## src/rtl/mips_pkg.sv

```systemverilog
// Shared encodings for the tinymips multicycle controller:
// opcodes, funct codes, ALU controls and the FSM state type.
package mips_pkg;

    localparam logic [5:0] OP_RTYPE = 6'h00;
    localparam logic [5:0] OP_LW    = 6'h23;
    localparam logic [5:0] OP_SW    = 6'h2B;
    localparam logic [5:0] OP_BEQ   = 6'h04;
    localparam logic [5:0] OP_ADDI  = 6'h08;
    localparam logic [5:0] OP_J     = 6'h02;

    localparam logic [5:0] F_ADD = 6'd32;
    localparam logic [5:0] F_SUB = 6'd34;
    localparam logic [5:0] F_AND = 6'd36;
    localparam logic [5:0] F_OR  = 6'd37;
    localparam logic [5:0] F_SLT = 6'd42;

    localparam logic [2:0] ALU_ADD = 3'b010;
    localparam logic [2:0] ALU_SUB = 3'b110;
    localparam logic [2:0] ALU_AND = 3'b000;
    localparam logic [2:0] ALU_OR  = 3'b001;
    localparam logic [2:0] ALU_SLT = 3'b111;

    typedef enum logic [3:0] {
        S_FETCH,
        S_DECODE,
        S_MEMADR,
        S_MEMRD,
        S_MEMWB,
        S_MEMWR,
        S_EXECUTE,
        S_ALUWB,
        S_BRANCH,
        S_ADDIEX,
        S_ADDIWB,
        S_JUMP,
        S_TRAP
    } state_t;

endpackage

```

## src/rtl/mc_controller_if.sv

```systemverilog
// Controller <-> datapath bundle: IR fields and zero flag in,
// enables, selects and status out.
interface mc_controller_if #(
    parameter int CNT_W = 32
);
    logic [5:0]       op;
    logic [5:0]       funct;
    logic             zero;
    logic             pcen;
    logic             iord;
    logic             memwrite;
    logic             irwrite;
    logic             regdst;
    logic             memtoreg;
    logic             regwrite;
    logic             alusrca;
    logic [1:0]       alusrcb;
    logic [1:0]       pcsrc;
    logic [2:0]       alucontrol;
    logic [CNT_W-1:0] instret;
    logic             illegal;

    modport master (
        input  op, funct, zero,
        output pcen, iord, memwrite, irwrite, regdst, memtoreg,
        output regwrite, alusrca, alusrcb, pcsrc, alucontrol,
        output instret, illegal
    );

    modport slave (
        output op, funct, zero,
        input  pcen, iord, memwrite, irwrite, regdst, memtoreg,
        input  regwrite, alusrca, alusrcb, pcsrc, alucontrol,
        input  instret, illegal
    );
endinterface

```

## src/rtl/mc_aludec.sv

```systemverilog
// ALU control: fixed add/sub in address/branch states,
// funct-decoded operation in EXECUTE, zero elsewhere.
module mc_aludec
    import mips_pkg::*;
(
    input  state_t     state,
    input  logic [5:0] funct,
    output logic [2:0] alucontrol
);

    logic [2:0] rtype_alu;

    always_comb begin
        rtype_alu = ALU_ADD;
        case (funct)
            F_ADD:   rtype_alu = ALU_ADD;
            F_SUB:   rtype_alu = ALU_SUB;
            F_AND:   rtype_alu = ALU_AND;
            F_OR:    rtype_alu = ALU_OR;
            F_SLT:   rtype_alu = ALU_SLT;
            default: rtype_alu = ALU_ADD;
        endcase
    end

    always_comb begin
        alucontrol = 3'b000;
        case (state)
            S_FETCH,
            S_DECODE,
            S_MEMADR,
            S_ADDIEX:  alucontrol = ALU_ADD;
            S_BRANCH:  alucontrol = ALU_SUB;
            S_EXECUTE: alucontrol = rtype_alu;
            default:   alucontrol = 3'b000;
        endcase
    end

endmodule

```

## src/rtl/mc_controller.sv

```systemverilog
// Multicycle Moore control FSM with retired-instruction counter.
// Define MC_ILLEGAL_TRAP_EN to trap unknown opcodes in a sticky TRAP state.
module mc_controller
    import mips_pkg::*;
#(
    parameter int CNT_W = 32
) (
    input  logic            CLK,
    input  logic            RST,
    mc_controller_if.master bus
);

    state_t           state_q, state_d;
    logic [CNT_W-1:0] instret_q, instret_d;
    logic             illegal_q, illegal_d;

    logic       pcwrite, branch;
    logic       iord, memwrite, irwrite;
    logic       regdst, memtoreg, regwrite;
    logic       alusrca;
    logic [1:0] alusrcb, pcsrc;

    always_ff @(posedge CLK or posedge RST) begin
        if (RST) begin
            state_q   <= S_FETCH;
            instret_q <= '0;
            illegal_q <= 1'b0;
        end else begin
            state_q   <= state_d;
            instret_q <= instret_d;
            illegal_q <= illegal_d;
        end
    end

    always_comb begin
        state_d  = state_q;
        pcwrite  = 1'b0;
        branch   = 1'b0;
        iord     = 1'b0;
        memwrite = 1'b0;
        irwrite  = 1'b0;
        regdst   = 1'b0;
        memtoreg = 1'b0;
        regwrite = 1'b0;
        alusrca  = 1'b0;
        alusrcb  = 2'b00;
        pcsrc    = 2'b00;
        case (state_q)
            S_FETCH: begin
                alusrcb = 2'b01;
                irwrite = 1'b1;
                pcwrite = 1'b1;
                state_d = S_DECODE;
            end
            S_DECODE: begin
                alusrcb = 2'b11;
                case (bus.op)
                    OP_LW,
                    OP_SW:    state_d = S_MEMADR;
                    OP_RTYPE: state_d = S_EXECUTE;
                    OP_BEQ:   state_d = S_BRANCH;
                    OP_ADDI:  state_d = S_ADDIEX;
                    OP_J:     state_d = S_JUMP;
`ifdef MC_ILLEGAL_TRAP_EN
                    default:  state_d = S_TRAP;
`else
                    default:  state_d = S_FETCH;
`endif
                endcase
            end
            S_MEMADR: begin
                alusrca = 1'b1;
                alusrcb = 2'b10;
                state_d = (bus.op == OP_LW) ? S_MEMRD : S_MEMWR;
            end
            S_MEMRD: begin
                iord    = 1'b1;
                state_d = S_MEMWB;
            end
            S_MEMWB: begin
                memtoreg = 1'b1;
                regwrite = 1'b1;
                state_d  = S_FETCH;
            end
            S_MEMWR: begin
                iord     = 1'b1;
                memwrite = 1'b1;
                state_d  = S_FETCH;
            end
            S_EXECUTE: begin
                alusrca = 1'b1;
                state_d = S_ALUWB;
            end
            S_ALUWB: begin
                regdst   = 1'b1;
                regwrite = 1'b1;
                state_d  = S_FETCH;
            end
            S_BRANCH: begin
                alusrca = 1'b1;
                pcsrc   = 2'b01;
                branch  = 1'b1;
                state_d = S_FETCH;
            end
            S_ADDIEX: begin
                alusrca = 1'b1;
                alusrcb = 2'b10;
                state_d = S_ADDIWB;
            end
            S_ADDIWB: begin
                regwrite = 1'b1;
                state_d  = S_FETCH;
            end
            S_JUMP: begin
                pcsrc   = 2'b10;
                pcwrite = 1'b1;
                state_d = S_FETCH;
            end
`ifdef MC_ILLEGAL_TRAP_EN
            S_TRAP:  state_d = S_TRAP;
`endif
            default: state_d = S_FETCH;
        endcase
    end

    // Every transition back to FETCH retires exactly one instruction.
    always_comb begin
        instret_d = instret_q;
        if (state_d == S_FETCH) instret_d = instret_q + CNT_W'(1);
`ifdef MC_ILLEGAL_TRAP_EN
        illegal_d = illegal_q | (state_d == S_TRAP);
`else
        illegal_d = 1'b0;
`endif
    end

    mc_aludec u_aludec (
        .state      (state_q),
        .funct      (bus.funct),
        .alucontrol (bus.alucontrol)
    );

    // Write-type enables are held off for the whole reset window.
    assign bus.pcen     = ~RST & (pcwrite | (branch & bus.zero));
    assign bus.irwrite  = ~RST & irwrite;
    assign bus.regwrite = ~RST & regwrite;
    assign bus.memwrite = ~RST & memwrite;
    assign bus.iord     = iord;
    assign bus.regdst   = regdst;
    assign bus.memtoreg = memtoreg;
    assign bus.alusrca  = alusrca;
    assign bus.alusrcb  = alusrcb;
    assign bus.pcsrc    = pcsrc;
    assign bus.instret  = instret_q;
    assign bus.illegal  = illegal_q;

endmodule

```

## src/flat_wrapper.sv

```systemverilog
// flat-port wrapper written by rule: the top's interface ports become plain ports
module mc_controller_flat import mips_pkg::*;
#(
    parameter int CNT_W = 32
)
  (CLK, RST, bus_op, bus_funct, bus_zero, bus_pcen, bus_iord, bus_memwrite, bus_irwrite, bus_regdst, bus_memtoreg, bus_regwrite, bus_alusrca, bus_alusrcb, bus_pcsrc, bus_alucontrol, bus_instret, bus_illegal);
  mc_controller_if #(.CNT_W(CNT_W)) bus_i ();
  input  logic CLK;
  input  logic RST;
  input wire logic [$bits(bus_i.op)-1:0] bus_op;
  input wire logic [$bits(bus_i.funct)-1:0] bus_funct;
  input wire logic [$bits(bus_i.zero)-1:0] bus_zero;
  output wire logic [$bits(bus_i.pcen)-1:0] bus_pcen;
  output wire logic [$bits(bus_i.iord)-1:0] bus_iord;
  output wire logic [$bits(bus_i.memwrite)-1:0] bus_memwrite;
  output wire logic [$bits(bus_i.irwrite)-1:0] bus_irwrite;
  output wire logic [$bits(bus_i.regdst)-1:0] bus_regdst;
  output wire logic [$bits(bus_i.memtoreg)-1:0] bus_memtoreg;
  output wire logic [$bits(bus_i.regwrite)-1:0] bus_regwrite;
  output wire logic [$bits(bus_i.alusrca)-1:0] bus_alusrca;
  output wire logic [$bits(bus_i.alusrcb)-1:0] bus_alusrcb;
  output wire logic [$bits(bus_i.pcsrc)-1:0] bus_pcsrc;
  output wire logic [$bits(bus_i.alucontrol)-1:0] bus_alucontrol;
  output wire logic [$bits(bus_i.instret)-1:0] bus_instret;
  output wire logic [$bits(bus_i.illegal)-1:0] bus_illegal;
  assign bus_i.op = bus_op;
  assign bus_i.funct = bus_funct;
  assign bus_i.zero = bus_zero;
  assign bus_pcen = bus_i.pcen;
  assign bus_iord = bus_i.iord;
  assign bus_memwrite = bus_i.memwrite;
  assign bus_irwrite = bus_i.irwrite;
  assign bus_regdst = bus_i.regdst;
  assign bus_memtoreg = bus_i.memtoreg;
  assign bus_regwrite = bus_i.regwrite;
  assign bus_alusrca = bus_i.alusrca;
  assign bus_alusrcb = bus_i.alusrcb;
  assign bus_pcsrc = bus_i.pcsrc;
  assign bus_alucontrol = bus_i.alucontrol;
  assign bus_instret = bus_i.instret;
  assign bus_illegal = bus_i.illegal;
  mc_controller #(.CNT_W(CNT_W)) u_core (.CLK(CLK), .RST(RST), .bus(bus_i));
endmodule
```

## config.mk

```make
export PLATFORM = sky130hd
export DESIGN_NAME = mc_controller_flat
export DESIGN_NICKNAME = d
export VERILOG_FILES = /design/src/rtl/mips_pkg.sv /design/src/rtl/mc_controller_if.sv /design/src/rtl/mc_aludec.sv /design/src/rtl/mc_controller.sv /design/src/flat_wrapper.sv
export SDC_FILE = /design/constraint.sdc
export NUM_CORES = 1
export LEC_CHECK = 0
export ABC_CLOCK_PERIOD_IN_PS = 3710
export BUFFER_PORTS_ARGS = -buffer_cell sky130_fd_sc_hd__buf_2
export CAP_MARGIN = 0
export CORE_ASPECT_RATIO = 0.8
export CORE_MARGIN = 4
export CORE_UTILIZATION = 45
export CTS_BUF_LIST = sky130_fd_sc_hd__clkbuf_8
export DETAILED_ROUTE_END_ITERATION = 12
export GPL_ROUTABILITY_DRIVEN = 1
export PLACE_DENSITY = 0.71
export SLEW_MARGIN = 10
export SYNTH_ARGS = -nofsm -noshare
export SYNTH_HDL_FRONTEND = slang
export SYNTH_SLANG_ARGS = --single-unit
```

## constraint.sdc

```tcl
create_clock -name CLK -period 3.71 [get_ports CLK]
set_input_delay 0.1855 -clock CLK [delete_from_list [all_inputs] [get_ports CLK]]
set_output_delay 0.1855 -clock CLK [all_outputs]
set_load 0.1 [all_outputs]
```

Word-level counts from Yosys, hierarchy flattened
Index checks and enable logic that the tools add are counted.
- $add $sub $neg: 1
- equal/unequal tests: 20
- mux-type cells: 16
- bitwise gates (word level): 7
- reductions and logical operators: 10
- operators by type and width (kind ; number):
    equality test 6 bit (second input constant) ; 6
    adder 32 x 1 -> 32 bit (second input constant) ; 1
    one-hot mux 4 bit (6 select lines) ; 1
    one-hot mux 4 bit (5 select lines) ; 1
    equality test 4 x 3 -> 1 bit (second input constant) ; 4
    equality test 4 bit (second input constant) ; 4
    one-hot mux 3 bit (4 select lines) ; 1
    two-way mux 1 bit ; 9
    one-hot mux 3 bit (3 select lines) ; 1
    equality test 4 x 2 -> 1 bit (second input constant) ; 2
    logical NOT 4 bit ; 2
    OR reduction 2 bit ; 4
    OR reduction 4 bit ; 2
    equality test 6 x 2 -> 1 bit (second input constant) ; 1
    equality test 6 x 3 -> 1 bit (second input constant) ; 1
    equality test 6 x 4 -> 1 bit (second input constant) ; 1
    logical NOT 6 bit ; 1
    one-hot mux 2 bit (3 select lines) ; 1
    bitwise AND 1 bit ; 5
    equality test 4 x 1 -> 1 bit (second input constant) ; 1
    one-hot mux 2 bit (2 select lines) ; 1
    two-way mux 3 bit ; 1
    OR reduction 3 bit ; 1
    inverter 1 bit ; 1
    bitwise OR 1 bit ; 1
- register bits after elaboration: 36
- input bits: 15
- output and inout bits: 48
- word-level logic and storage cells: 56

Longest topological paths before layout
- depth after elaboration: 5
- depth in mapped cells: 9
- depth with buffers taken out: 6

By module
From an unflattened synthesis, not the netlist that was laid out.
- cell total of the unflattened synthesis: 226
- area total of the unflattened synthesis: 2227.1 um^2
- modules (own cells, without submodules) (module ; instances ; cells an instance ; area each (um^2) ; sequential area each (um^2)):
    mc_controller ; 1 ; 215 ; 2125.8 ; 900.9
    mc_aludec ; 1 ; 11 ; 101.3 ; 0.0

Least setup slack after synthesis
Ideal clock, no wire load.
- path kind: register -> output
- start point: register u_core.state_q[3]
- end point: output bus_regwrite
- arrival: 4207 ps
- data required time: 3524 ps
- path slack: -683 ps
- stages on the path, launching flop included: 6
- buffers on the path: 1
- cell sequence: dfrtp_1 -> buf_2 -> nand2b_1 -> nor3_1 -> a21oi_1 -> nor2_1
- longest elaborated chain between the ends: 4
- elaborated cells between the ends (all ways): 6
- those cells by class: eq/ne: 3; mux: 1; bitwise: 1; reduce/logical: 1
- RTL lines (what ; line ; source):
    from (decl) ; mc_controller.sv:13 ; state_t state_q, state_d;
    from (signal assigned) ; mc_controller.sv:29 ; state_q <= state_d;
    equality test 4 x 3 -> 1 bit / equality test 4 bit (equally long branches) ; mc_controller.sv:48 ; case (state_q)
    OR reduction 3 bit (no line) (*) ; n/a ;
    two-way mux 1 bit (*) ; mc_controller.sv:48 ;
    bitwise AND 1 bit (*) ; mc_controller.sv:146 ; assign bus.regwrite = ~RST & regwrite;
    to (decl) ; flat_wrapper.sv:19 ; output wire logic [$bits(bus_i.regwrite)-1:0] bus_regwrite;
Every way passes the cells marked *; elsewhere a longest branch is shown, timed or not.

Worst setup path in the final report
- start point: register u_core.state_q[1]
- end point: output bus_alucontrol[2]
- longest elaborated chain between the ends: 3
- elaborated cells between the ends (all ways): 8
- those cells by class: eq/ne: 5; mux: 1; reduce/logical: 2
- RTL lines (what ; line ; source):
    equality test 4 x 2 -> 1 bit, or another cell as far along ; mc_aludec.sv:27 ; case (state)
    OR reduction 4 bit ; mc_aludec.sv:27 ;
    one-hot mux 3 bit (3 select lines) (*) ; mc_aludec.sv:27 ;
    to (decl) ; flat_wrapper.sv:23 ; output wire logic [$bits(bus_i.alucontrol)-1:0] bus_alucontrol;
Marks and branches as above.

==> metrics.md <==
| Metric | Value |
|---|---|
| Leading area contributor after synthesis | `dfrtp_1` |
| First-pass GRT wire length | `7800 um` |
| Die ar. | `0.00590 mm^2` |
| Nets@finish | `298` |
| Count of final setup violators | `0` |
| Synth Warn # | `0` |
| Max-cap viol count | `0` |
| WL per Instance | `13.4 um` |
| Die Ht | `69.5 um` |
| CP max FO | `19` |
| RSZ-0062 raised after global routing | `false` |
| Top-area cell type share of the netlist area | `42.4%` |
| Status | `finished clean` |
| Most used flip-flop cell after synthesis | `dfrtp_1` |
| Chip width | `84.9 um` |
| # hold bufs at CTS | `0` |
| Switching power | `927 uW` |
| Post-Syn Instances | `224` |
| Clk_lat worst skew | `290 ps` |
| Max clock buf depth | `2` |
| Final Power | `1.77 mW` |
| Syn avg cell area | `9.50 um^2` |
| Area contributors post-synth | `dfrtp_1 42%, xnor2_1 8.2%, xor2_1 5.4%, nor3_1 4.0%, nand2_1 3.0%` |
| Combinational group share of total power | `49.2%` |
| Syn nets | `240` |
| DRC | `0` |
| Detailed Route WL | `4590 um` |
| Core area | `0.00457 mm^2` |
| Max-slew violation count | `0` |
| Setup TNS | `0 ps` |
| DRT Pass-1 Iters | `4` |
| Port Buf Inserts | `61` |
| Post-synth EDFFs | `0` |
| CTS resizes | `0` |
| CTS root buf | `clkbuf_8` |
| Fin. Hold Viols | `0` |
| Fmax | `0.423 GHz` |
| 1st-iter DRT viols | `93` |
| Share of layout cells above drive strength 1 | `32.2%` |
| I/O Pins | `63` |
| Min cycle time layout | `2360 ps` |
| Final clock period utilization by the worst path | `63.7%` |
| Least-Margin Pin Slew | `594 ps` |
| Initial antenna violation count | `0` |
| H-tree Lvls | `2` |
| Number of diodes | `0` |
| Clock power frac | `21.1%` |
| Post-CTS setup repair buffer count | `0` |
| Sw Share | `52.3%` |
| Post-synth cell types | `49` |
| CTS tree | `built` |
| Largest net degree at the start of global routing | `37` |
| Sequential share of power | `29.7%` |
| Sink Count | `36` |
| LEAKAGE | `1.31 nW` |
| HPWL Detailed | `3380 um` |
| Hold Crit Class | `primary input to async pin` |
| Final ANT Viol Nets | `0` |
| Gr usage total | `16.5%` |
| Seq/Total Area, Yosys | `42.4%` |
| Inserted Clock Buffers | `5` |
| CP endpoint kind | `output port` |
| Vias/cell | `5.14` |
| # rows | `22` |
| Number of global-route vias before repair | `1648` |
| Starting Density | `46.5%` |
| Rel. slew slack | `60.4%` |
| Peak VDD IR | `0.311 mV` |
| Total number of vias | `1762` |
| Cell Int Power | `847 uW` |
| Power Density | `689 mW/mm^2` |
| Post-Syn Area | `0.00213 mm^2` |
| FF+latch count, synth | `36` |
| Worst Path Required | `3520 ps` |
| Clock slew at reported path FFs | `70 ps` |
| Startpoint types | `flop` |
| Critical path arrival | `2180 ps` |
| Clock skew | `5.92 ps` |
| RePlAce Congestion | `0.872` |
| Asr flop ratio synth | `100%` |
| Setup CP Type | `flop to output port` |
| GRT overflow | `0` |
| Area growth syn-to-layout | `21.1%` |
power groups by stage:
stage	Sequential [mW]	Clock [mW]	Combinational (mW)
after floorplan	0.713	0	0.630
after global placement	0.532	0	0.876
after detailed placement	0.532	0	0.879
after CTS	0.526	0.380	0.881
after global routing	0.538	0.399	0.917
final	0.527	0.374	0.874
stage by stage:
stage               cell area (um^2)  cells  worst slack [ps]  hold slack [ps]  util (%)
floorplan                       2140    224               217              352         -
finish                          2570    343              1350             38.8      56.4
CTS                             2570    343              1360             48.0      56.4
global route                    2570    343              1180             83.5      56.4
detailed placement              2450    335              1430              367      53.6
global placement                2450    335              1540              367      53.6
per-layer routing:
metal	part of all wire [%]	vias to the layer above	global-route usage, %	wire, um
met5	0	-	0	0
met4	1.2	0	4.75	55
met3	5.1	6	5.23	232
li1	-	890	-	-
met2	45	38	24.7	2080
met1	48	828	22.9	2230
path summary, 6_finish.rpt:
kind / startpoint / end / slack (ps) / cells after the start
worst max register to register: u_core.state_q[1] / u_core.bus.instret[17] / 1410 / 6
worst max-delay path: u_core.state_q[1] / bus_alucontrol[2] / 1350 / 4
min in group CLK: bus_op[3] / u_core.state_q[0] / 270 / 4
max in group asynchronous: RST / u_core.bus.instret[13] / 3370 / 3
worst min-delay path: RST / u_core.state_q[1] / 40 / 3
worst min register to register: u_core.bus.instret[31] / u_core.bus.instret[31] / 480 / 1
flip-flops by register name, indices dropped and copies added, names as in the netlist:
register,flops
u_core.bus.instret,32
u_core.state_q,4
kinds of logic after synthesis:
logic type	count (synthesis)	share of synthesized area, %
AOI/OAI and AO/OA	18	5.82
xor gates and xnor gates	33	13.6
adders and majority gates	1	0.588
buffers and inverters	21	5.65
DFF	36	42.4
muxes	1	0.471
other	1	0.176
and+or+nand+nor	113	31.4
placed cells by master, fill, tap and decap left out, types with 2 or more instances in the layout:
cell type and instances:
nor3_1 15, buf_2 61, nand2_1 17, xor2_1 13
o21ai_0 2, nand2b_1 9, xnor2_1 20, dfrtp_1 36
nand4_1 8, nor4_1 4, nand2_2 3, nand3_1 9
a21oi_1 5, inv_1 10, nor2_1 14, nand3_2 4
clkbuf_8 7, and2_1 2, and3_1 8, nor3_2 6
nor2b_1 2
Yosys cell counts (2+ instances only):
master / count
dfrtp_1: 36
xnor2_1: 20
nand2_1: 17
nor3_1: 17
nor2_1: 14
xor2_1: 13
inv_1: 10
nand2b_1: 9
nand3_1: 9
and3_1: 8
nand4_1: 8
a21oi_1: 5
buf_2: 5
nor4_1: 5
nand3_2: 4
nor3_2: 4
buf_4: 3
nand2_2: 3
and2_1: 2
nor2b_1: 2
o21ai_0: 2
critical path, cell delays in order (launching register included):
cell	delay, ps
dfrtp_1	720
nand2b_1	150
or3_1	430
o21bai_1	140
buf_2	440
final cells by class:
class,count,area [um^2]
Sequential cell,36,901
Inverter,10,37.5
Multi-Input combinational cell,167,1120
Timing Repair Buffer,62,313
Fill cell,406,1990
Clock buffer,7,96.3
Clock inverter,1,30.0
Tap cell,60,75.1
No activity file was read; power rests on OpenSTA's default activity.
